`src/rtl/alu_seq.sv`:
```
// Registered EXE-stage ALU with valid/ready handshakes, bit-serial shifts and Z/N/C flags.
// Optional feature: define ALU_MUL_EN to add a WIDTH-cycle shift-add multiplier on mode 9.
module alu_seq #(
  parameter int unsigned WIDTH = 8
) (
  input  logic             clk,
  input  logic             rst_n,
  input  logic             in_valid,
  output logic             in_ready,
  input  logic [3:0]       mode,
  input  logic [WIDTH-1:0] s1,
  input  logic [WIDTH-1:0] s2,
  output logic             out_valid,
  input  logic             out_ready,
  output logic [WIDTH-1:0] result,
  output logic             flag_z,
  output logic             flag_n,
  output logic             flag_c,
  output logic             busy
);

  localparam int unsigned SHW = $clog2(WIDTH);
  localparam int unsigned CW  = SHW + 1;

  localparam logic [1:0] ST_IDLE  = 2'd0;
  localparam logic [1:0] ST_SHIFT = 2'd1;
`ifdef ALU_MUL_EN
  localparam logic [1:0] ST_MUL   = 2'd2;
  localparam logic [3:0] OP_MUL   = 4'd9;
`endif

  localparam logic [3:0] OP_ADD  = 4'd1;
  localparam logic [3:0] OP_SUB  = 4'd2;
  localparam logic [3:0] OP_NAND = 4'd3;
  localparam logic [3:0] OP_SHL  = 4'd4;
  localparam logic [3:0] OP_SHR  = 4'd5;
  localparam logic [3:0] OP_OUT  = 4'd6;
  localparam logic [3:0] OP_IN   = 4'd7;
  localparam logic [3:0] OP_MOV  = 4'd8;

  logic [1:0]       state_q, state_d;
  logic [WIDTH-1:0] result_q, result_d;
  logic             z_q, z_d, n_q, n_d, c_q, c_d;
  logic             out_valid_q, out_valid_d;
  logic             busy_q, busy_d;
  logic [WIDTH-1:0] acc_q, acc_d;
  logic [CW-1:0]    cnt_q, cnt_d;
  logic             left_q, left_d;

  logic             accept;
  logic [SHW-1:0]   shamt;
  logic [WIDTH:0]   add_w, sub_w;
  logic [WIDTH-1:0] sh_next;
  logic             sh_out;
  logic             ld_res;
  logic [WIDTH-1:0] res_new;
  logic             c_new;

`ifdef ALU_MUL_EN
  logic [2*WIDTH-1:0] prod_q, prod_d, mcand_q, mcand_d, prod_add;
  logic [WIDTH-1:0]   mplier_q, mplier_d;

  assign prod_add = mplier_q[0] ? (prod_q + mcand_q) : prod_q;
`endif

  // Reset also blocks acceptance so the ID/EXE stall logic sees no ready while reset is held.
  assign in_ready = rst_n && (state_q == ST_IDLE) && (!out_valid_q || out_ready);
  assign accept   = in_valid && in_ready;
  assign shamt    = s2[SHW-1:0];
  assign add_w    = {1'b0, s1} + {1'b0, s2};
  assign sub_w    = {1'b0, s1} - {1'b0, s2};
  assign sh_out   = left_q ? acc_q[WIDTH-1] : acc_q[0];
  assign sh_next  = left_q ? {acc_q[WIDTH-2:0], 1'b0} : {1'b0, acc_q[WIDTH-1:1]};

  // Next-state, result and flag computation
  always_comb begin
    state_d     = state_q;
    result_d    = result_q;
    z_d         = z_q;
    n_d         = n_q;
    c_d         = c_q;
    out_valid_d = out_valid_q;
    busy_d      = busy_q;
    acc_d       = acc_q;
    cnt_d       = cnt_q;
    left_d      = left_q;
    ld_res      = 1'b0;
    res_new     = '0;
    c_new       = 1'b0;
`ifdef ALU_MUL_EN
    prod_d      = prod_q;
    mcand_d     = mcand_q;
    mplier_d    = mplier_q;
`endif

    if (out_valid_q && out_ready) out_valid_d = 1'b0;

    case (state_q)
      ST_IDLE: begin
        if (accept) begin
          out_valid_d = 1'b1;
          case (mode)
            OP_ADD:  begin ld_res = 1'b1; res_new = add_w[WIDTH-1:0]; c_new = add_w[WIDTH]; end
            OP_SUB:  begin ld_res = 1'b1; res_new = sub_w[WIDTH-1:0]; c_new = sub_w[WIDTH]; end
            OP_NAND: begin ld_res = 1'b1; res_new = ~(s1 & s2); end
            OP_OUT, OP_IN: begin ld_res = 1'b1; res_new = s1; end
            OP_MOV:  begin ld_res = 1'b1; res_new = s2; end
            OP_SHL, OP_SHR: begin
              if (shamt == '0) begin
                ld_res  = 1'b1;
                res_new = s1;
              end else begin
                out_valid_d = 1'b0;
                state_d     = ST_SHIFT;
                busy_d      = 1'b1;
                acc_d       = s1;
                cnt_d       = CW'(shamt);
                left_d      = (mode == OP_SHL);
              end
            end
`ifdef ALU_MUL_EN
            OP_MUL: begin
              out_valid_d = 1'b0;
              state_d     = ST_MUL;
              busy_d      = 1'b1;
              prod_d      = '0;
              mcand_d     = {{WIDTH{1'b0}}, s1};
              mplier_d    = s2;
              cnt_d       = CW'(WIDTH);
            end
`endif
            default: ;
          endcase
        end
      end

      ST_SHIFT: begin
        acc_d = sh_next;
        cnt_d = cnt_q - CW'(1);
        if (cnt_q == CW'(1)) begin
          ld_res      = 1'b1;
          res_new     = sh_next;
          c_new       = sh_out;
          out_valid_d = 1'b1;
          busy_d      = 1'b0;
          state_d     = ST_IDLE;
        end
      end

`ifdef ALU_MUL_EN
      ST_MUL: begin
        prod_d   = prod_add;
        mcand_d  = mcand_q << 1;
        mplier_d = mplier_q >> 1;
        cnt_d    = cnt_q - CW'(1);
        if (cnt_q == CW'(1)) begin
          ld_res      = 1'b1;
          res_new     = prod_add[WIDTH-1:0];
          c_new       = |prod_add[2*WIDTH-1:WIDTH];
          out_valid_d = 1'b1;
          busy_d      = 1'b0;
          state_d     = ST_IDLE;
        end
      end
`endif

      default: begin
        state_d = ST_IDLE;
        busy_d  = 1'b0;
      end
    endcase

    if (ld_res) begin
      result_d = res_new;
      z_d      = (res_new == '0);
      n_d      = res_new[WIDTH-1];
      c_d      = c_new;
    end
  end

  always_ff @(posedge clk) begin
    if (!rst_n) begin
      state_q     <= ST_IDLE;
      result_q    <= '0;
      z_q         <= 1'b0;
      n_q         <= 1'b0;
      c_q         <= 1'b0;
      out_valid_q <= 1'b0;
      busy_q      <= 1'b0;
      acc_q       <= '0;
      cnt_q       <= '0;
      left_q      <= 1'b0;
`ifdef ALU_MUL_EN
      prod_q      <= '0;
      mcand_q     <= '0;
      mplier_q    <= '0;
`endif
    end else begin
      state_q     <= state_d;
      result_q    <= result_d;
      z_q         <= z_d;
      n_q         <= n_d;
      c_q         <= c_d;
      out_valid_q <= out_valid_d;
      busy_q      <= busy_d;
      acc_q       <= acc_d;
      cnt_q       <= cnt_d;
      left_q      <= left_d;
`ifdef ALU_MUL_EN
      prod_q      <= prod_d;
      mcand_q     <= mcand_d;
      mplier_q    <= mplier_d;
`endif
    end
  end

  assign result    = result_q;
  assign flag_z    = z_q;
  assign flag_n    = n_q;
  assign flag_c    = c_q;
  assign out_valid = out_valid_q;
  assign busy      = busy_q;

endmodule

```
`config.mk`:
```
export PLATFORM = sky130hd
export DESIGN_NAME = alu_seq
export DESIGN_NICKNAME = d
export VERILOG_FILES = /design/src/rtl/alu_seq.sv
export SDC_FILE = /design/constraint.sdc
export NUM_CORES = 1
export LEC_CHECK = 0
export CAP_MARGIN = 5
export CORE_ASPECT_RATIO = 1.25
export CORE_UTILIZATION = 40
export CTS_BUF_LIST = sky130_fd_sc_hd__clkbuf_8
export CTS_CLUSTER_SIZE = 28
export DETAILED_ROUTE_END_ITERATION = 10
export RECOVER_POWER = 100
export SYNTH_ARGS = -nofsm -noshare
export SYNTH_HDL_FRONTEND = slang
export SYNTH_SLANG_ARGS = --single-unit
```
`constraint.sdc`:
```
create_clock -name clk -period 8.2 [get_ports clk]
set_clock_uncertainty 0.05 [all_clocks]
set_input_delay 1.64 -clock clk [delete_from_list [all_inputs] [get_ports clk]]
set_output_delay 1.64 -clock clk [all_outputs]
set_load 0.01 [all_outputs]
```
==> insert_results.sql <==
INSERT INTO impl_metrics (metric_group, metric, value, unit) VALUES
('clocking', 'clkLatencyLatePin', '0.27', 'ns'),
('clocking', 'cts-root-to-sink-buffers', '2', ''),
('die', 'die_x', '72.4', 'µm'),
('final_layout', 'nets', '378', ''),
('placed_design', 'post-place-ws', '2.90', 'ns'),
('synthesis', 'synth.yosys.warnings', '0', ''),
('synthesis', 'synth_edf_count', '0', ''),
('sta', 'timing.setup.tns', '0', 'ns'),
('drt', 'wl_per_cell', '15.3', 'µm'),
('pwr', 'powerDensity', '106', 'nW/µm²'),
('run', 'cap_viol_max_count', '0', ''),
('clocking', 'tritoncts', 'done', ''),
('placed_design', 'dp.final_hpwl', '5060', 'µm'),
('worst_setup_path', 'crit_chain', 'dlygate4sd3_1 > inv_1 > nor3_1 > dlygate4sd3_1', ''),
('worst_setup_path', 'timing.critical_path.to_type', 'output port', ''),
('sta', 'min_period', '5.42', 'ns'),
('sta', 'rsz0062_at_grt', 'false', ''),
('global_route', 'grt.total_usage', '20.3', '%'),
('synthesis', 'synthesis.area_per_instance', '8.11', 'µm²'),
('worst_setup_path', 'critical-path-top-cell-by-count', 'sky130_fd_sc_hd__dlygate4sd3_1', ''),
('worst_setup_path', 'worst_setup_path_type', 'in2out', ''),
('clocking', 'cts_setup_buffers', '0', ''),
('worst_setup_path', 'critical-path-max-stage-delay', '0.87', 'ns'),
('synthesis', 'yosysUniqueCellTypes', '73', ''),
('final_layout', 'layout-drive-gt1-share', '5.72', '%'),
('synthesis', 'postSynthRegisterBits', '25', ''),
('drt', 'final_routed_drc_violation_total', '0', ''),
('drt', 'initialDrtViolationCount', '130', ''),
('placed_design', 'port-buffer-count', '37', ''),
('worst_setup_path', 'required_time_at_the_endpoint_of_the_critical_path', '6.51', 'ns'),
('final_layout', 'antenna_cells_inserted', '0', ''),
('placed_design', 'gp_routability_congestion', '0.905', ''),
('worst_setup_path', 'critical_path.startpoint_type', 'input port', ''),
('global_route', 'global_route_wire_length_before_repair', '10500', 'µm'),
('final_layout', 'fin_util', '48.2', '%'),
('drt', 'detailedRoute.firstPassIterationCount', '4', ''),
('pwr', 'vdd_ir_drop_max', '45.6', 'µV'),
('clocking', 'worst_setup_hold_path_clk_slew', '0.09', 'ns'),
('synthesis', 'synthCells', '305', ''),
('pwr', 'leakage_dissipation', '1.18', 'nW'),
('worst_setup_path', 'path_max_fanout', '15', ''),
('drt', 'via_count', '2362', ''),
('synthesis', 'synth_sequential_area_ratio', '20.2', '%'),
('worst_setup_path', 'crit_arrival', '3.73', 'ns'),
('sta', 'worst_slew_pin_slew', '1.05', 'ns'),
('synthesis', 'synthArstFlopShare', '0', '%'),
('global_route', 'initial_antenna_violation_count', '0', ''),
('die', 'die_area', '6510', 'µm²'),
('global_route', 'grt_overflow', '0', ''),
('global_route', 'first_global_vias', '2203', ''),
('final_layout', 'area_growth_syn_to_layout', '14.9', '%'),
('clocking', 'cts_root_buffer', 'sky130_fd_sc_hd__clkbuf_8', ''),
('die', 'row_count', '31', ''),
('worst_hold_path', 'min_path_type', 'reg2reg', ''),
('drt', 'vias_per_cell', '5.71', ''),
('sta', 'max_freq', '184', 'MHz'),
('sta', 'layout_worst_path_cycle_share', '66.1', '%'),
('die', 'die_h', '89.9', 'µm'),
('sta', 'final_hold_slack', '0.405', 'ns'),
('clocking', 'htree_levels', '1', ''),
('synthesis', 'syn-num-nets', '350', ''),
('clocking', 'cts_inserted_buffers', '3', ''),
('worst_setup_path', 'timing.critical_path.max_delay_family', 'buffers and inverters', ''),
('worst_setup_path', 'worst-path-buf-inv', '3', ''),
('drt', 'final_antenna_net_count', '0', ''),
('clocking', 'cts_hold_repair.buffers', '0', ''),
('sta', 'setup-violations-final', '0', ''),
('sta', 'max-slew-margin-rel', '29.3', '%'),
('global_route', 'pin_count_of_the_biggest_net_entering_global_routing', '19', ''),
('sta', 'maxSlewViolCount', '0', ''),
('synthesis', 'synth_top_flop_cell', 'sky130_fd_sc_hd__dfxtp_1', ''),
('clocking', 'cts_resized', '0', ''),
('die', 'coreArea', '5900', 'µm²'),
('worst_setup_path', 'critical_path.slowest_cell', 'sky130_fd_sc_hd__dlygate4sd3_1', ''),
('outcome', 'status', 'finished clean', ''),
('die', 'initial_core_util', '42.0', '%'),
('die', 'floorplan.io_pins', '38', ''),
('synthesis', 'syn-cell-area', '2470', 'µm²'),
('sta', 'timing_hold_violations_final', '0', ''),
('sta', 'fin_ws', '2.78', 'ns'),
('drt', 'routed_wirelength', '6350', 'µm'),
('clocking', 'cts.sinks', '25', '');
-- routing by layer --
| metal | GRT usage [%] | wire (µm) |
|---|---|---|
| met2 | 33.1 | 3070 |
| met3 | 1.35 | 141 |
| met5 | 0 | 0 |
| met4 | 7.19 | 78 |
| met1 | 27.8 | 3070 |
-- area by class of cell --
type / count / area (µm²)
fill: 619 / 3050
multi-input combinational: 245 / 1740
sequential: 25 / 500
timing repair buffer: 38 / 378
tap: 82 / 103
inverter: 20 / 75.1
clock buffer: 3 / 41.3
clock inverter: 1 / 3.75
-- registers in the layout (all words and copies together), names as in the netlist --
signal,cells
left_q,1
result,7
flag_z,1
cnt_q,4
out_valid,1
flag_c,1
acc_q,8
busy,1
flag_n,1
-- worst min-delay path: cells and delay by family, from the launching register on --
| family | cells | cell delay [ns] |
|---|---|---|
| and+or+nand+nor | 1 | 0.05 |
| AOI/OAI and AO/OA | 1 | 0.05 |
| DFF | 1 | 0.32 |
-- final timing paths --
check,from,to,slack (ns),depth (start not counted)
hold / removal,result[0],result[0],0.41,2
hold reg to reg,result[0],result[0],0.41,2
setup / recovery,rst_n,in_ready,2.78,4
setup reg to reg,busy,flag_z,4.94,6
-- power breakdown --
| part | internal [mW] | switching [mW] |
|---|---|---|
| registers | 0.125 | 0.00337 |
| logic | 0.0466 | 0.0546 |
| clock network | 0.0334 | 0.0371 |
-- cells in the mapped netlist (4+ instances only) --
| cell | count | share of area [%] |
|---|---|---|
| sky130_fd_sc_hd__a211oi_1 | 6 | 1.8 |
| sky130_fd_sc_hd__a21oi_1 | 16 | 3.2 |
| sky130_fd_sc_hd__a221o_1 | 4 | 1.6 |
| sky130_fd_sc_hd__a31oi_1 | 4 | 1.0 |
| sky130_fd_sc_hd__and3_1 | 6 | 1.5 |
| sky130_fd_sc_hd__buf_2 | 4 | 0.81 |
| sky130_fd_sc_hd__clkbuf_8 | 6 | 3.3 |
| sky130_fd_sc_hd__dfxtp_1 | 25 | 20 |
| sky130_fd_sc_hd__ha_1 | 19 | 9.6 |
| sky130_fd_sc_hd__inv_1 | 19 | 2.9 |
| sky130_fd_sc_hd__mux2i_1 | 14 | 5.7 |
| sky130_fd_sc_hd__nand2_1 | 26 | 3.9 |
| sky130_fd_sc_hd__nand3_1 | 5 | 1.0 |
| sky130_fd_sc_hd__nor2_1 | 24 | 3.6 |
| sky130_fd_sc_hd__nor2b_1 | 10 | 2.5 |
| sky130_fd_sc_hd__nor3_1 | 9 | 1.8 |
| sky130_fd_sc_hd__nor3b_1 | 6 | 1.8 |
| sky130_fd_sc_hd__o21ai_0 | 16 | 3.2 |
| sky130_fd_sc_hd__o22ai_1 | 7 | 1.8 |
-- placed cells by master (no fill, tap or decap), types with 2 or more instances in the layout --
master | synthesis | final
sky130_fd_sc_hd__or2_1 | 2 | 2
sky130_fd_sc_hd__o21a_1 | 3 | 3
sky130_fd_sc_hd__nor2b_1 | 10 | 10
sky130_fd_sc_hd__a31oi_1 | 4 | 4
sky130_fd_sc_hd__dlygate4sd3_1 | 0 | 15
sky130_fd_sc_hd__nor2_1 | 24 | 24
sky130_fd_sc_hd__o311ai_0 | 3 | 3
sky130_fd_sc_hd__o21ai_0 | 16 | 18
sky130_fd_sc_hd__inv_1 | 19 | 20
sky130_fd_sc_hd__nand2_1 | 26 | 26
sky130_fd_sc_hd__a211oi_1 | 6 | 6
sky130_fd_sc_hd__nor3_1 | 9 | 9
sky130_fd_sc_hd__nand3b_1 | 3 | 3
sky130_fd_sc_hd__o32a_1 | 2 | 2
sky130_fd_sc_hd__clkbuf_8 | 6 | 3
sky130_fd_sc_hd__a2111oi_0 | 2 | 2
sky130_fd_sc_hd__o22ai_1 | 7 | 7
sky130_fd_sc_hd__xnor2_1 | 3 | 3
sky130_fd_sc_hd__a221o_1 | 4 | 4
sky130_fd_sc_hd__o2bb2ai_1 | 3 | 3
sky130_fd_sc_hd__and3_1 | 6 | 6
sky130_fd_sc_hd__o31ai_1 | 2 | 2
sky130_fd_sc_hd__a221oi_1 | 2 | 2
sky130_fd_sc_hd__nor4b_1 | 1 | 2
sky130_fd_sc_hd__xor2_1 | 3 | 3
sky130_fd_sc_hd__fa_1 | 2 | 2
sky130_fd_sc_hd__nor3b_1 | 6 | 6
sky130_fd_sc_hd__dfxtp_1 | 25 | 25
sky130_fd_sc_hd__clkdlybuf4s50_1 | 0 | 22
sky130_fd_sc_hd__o221ai_1 | 2 | 2
sky130_fd_sc_hd__o211ai_1 | 2 | 2
sky130_fd_sc_hd__a21oi_1 | 16 | 16
sky130_fd_sc_hd__nand3_1 | 5 | 5
sky130_fd_sc_hd__nor3_2 | 2 | 2
sky130_fd_sc_hd__mux2i_1 | 14 | 14
sky130_fd_sc_hd__or2_2 | 2 | 2
sky130_fd_sc_hd__ha_1 | 19 | 19
-- stage by stage --
stage	instance area [µm²]	std cells	power [mW]
floorplan	2470	305	0.201
detailed placement	2820	410	0.234
global route	2840	414	0.319
CTS	2870	414	0.305
global placement	2820	410	0.235
finish	2840	414	0.301
-- logic make-up after synthesis --
group | Yosys count | share of synthesized area [%]
AOI/OAI and AO/OA | 92 | 26.7
xor gates and xnor gates | 6 | 2.12
adders and majority gates | 21 | 11.2
buffers and inverters | 35 | 8.39
DFF | 25 | 20.2
muxes | 15 | 6.12
and+or+nand+nor | 111 | 25.2
No activity file was read; power rests on OpenSTA's default activity.
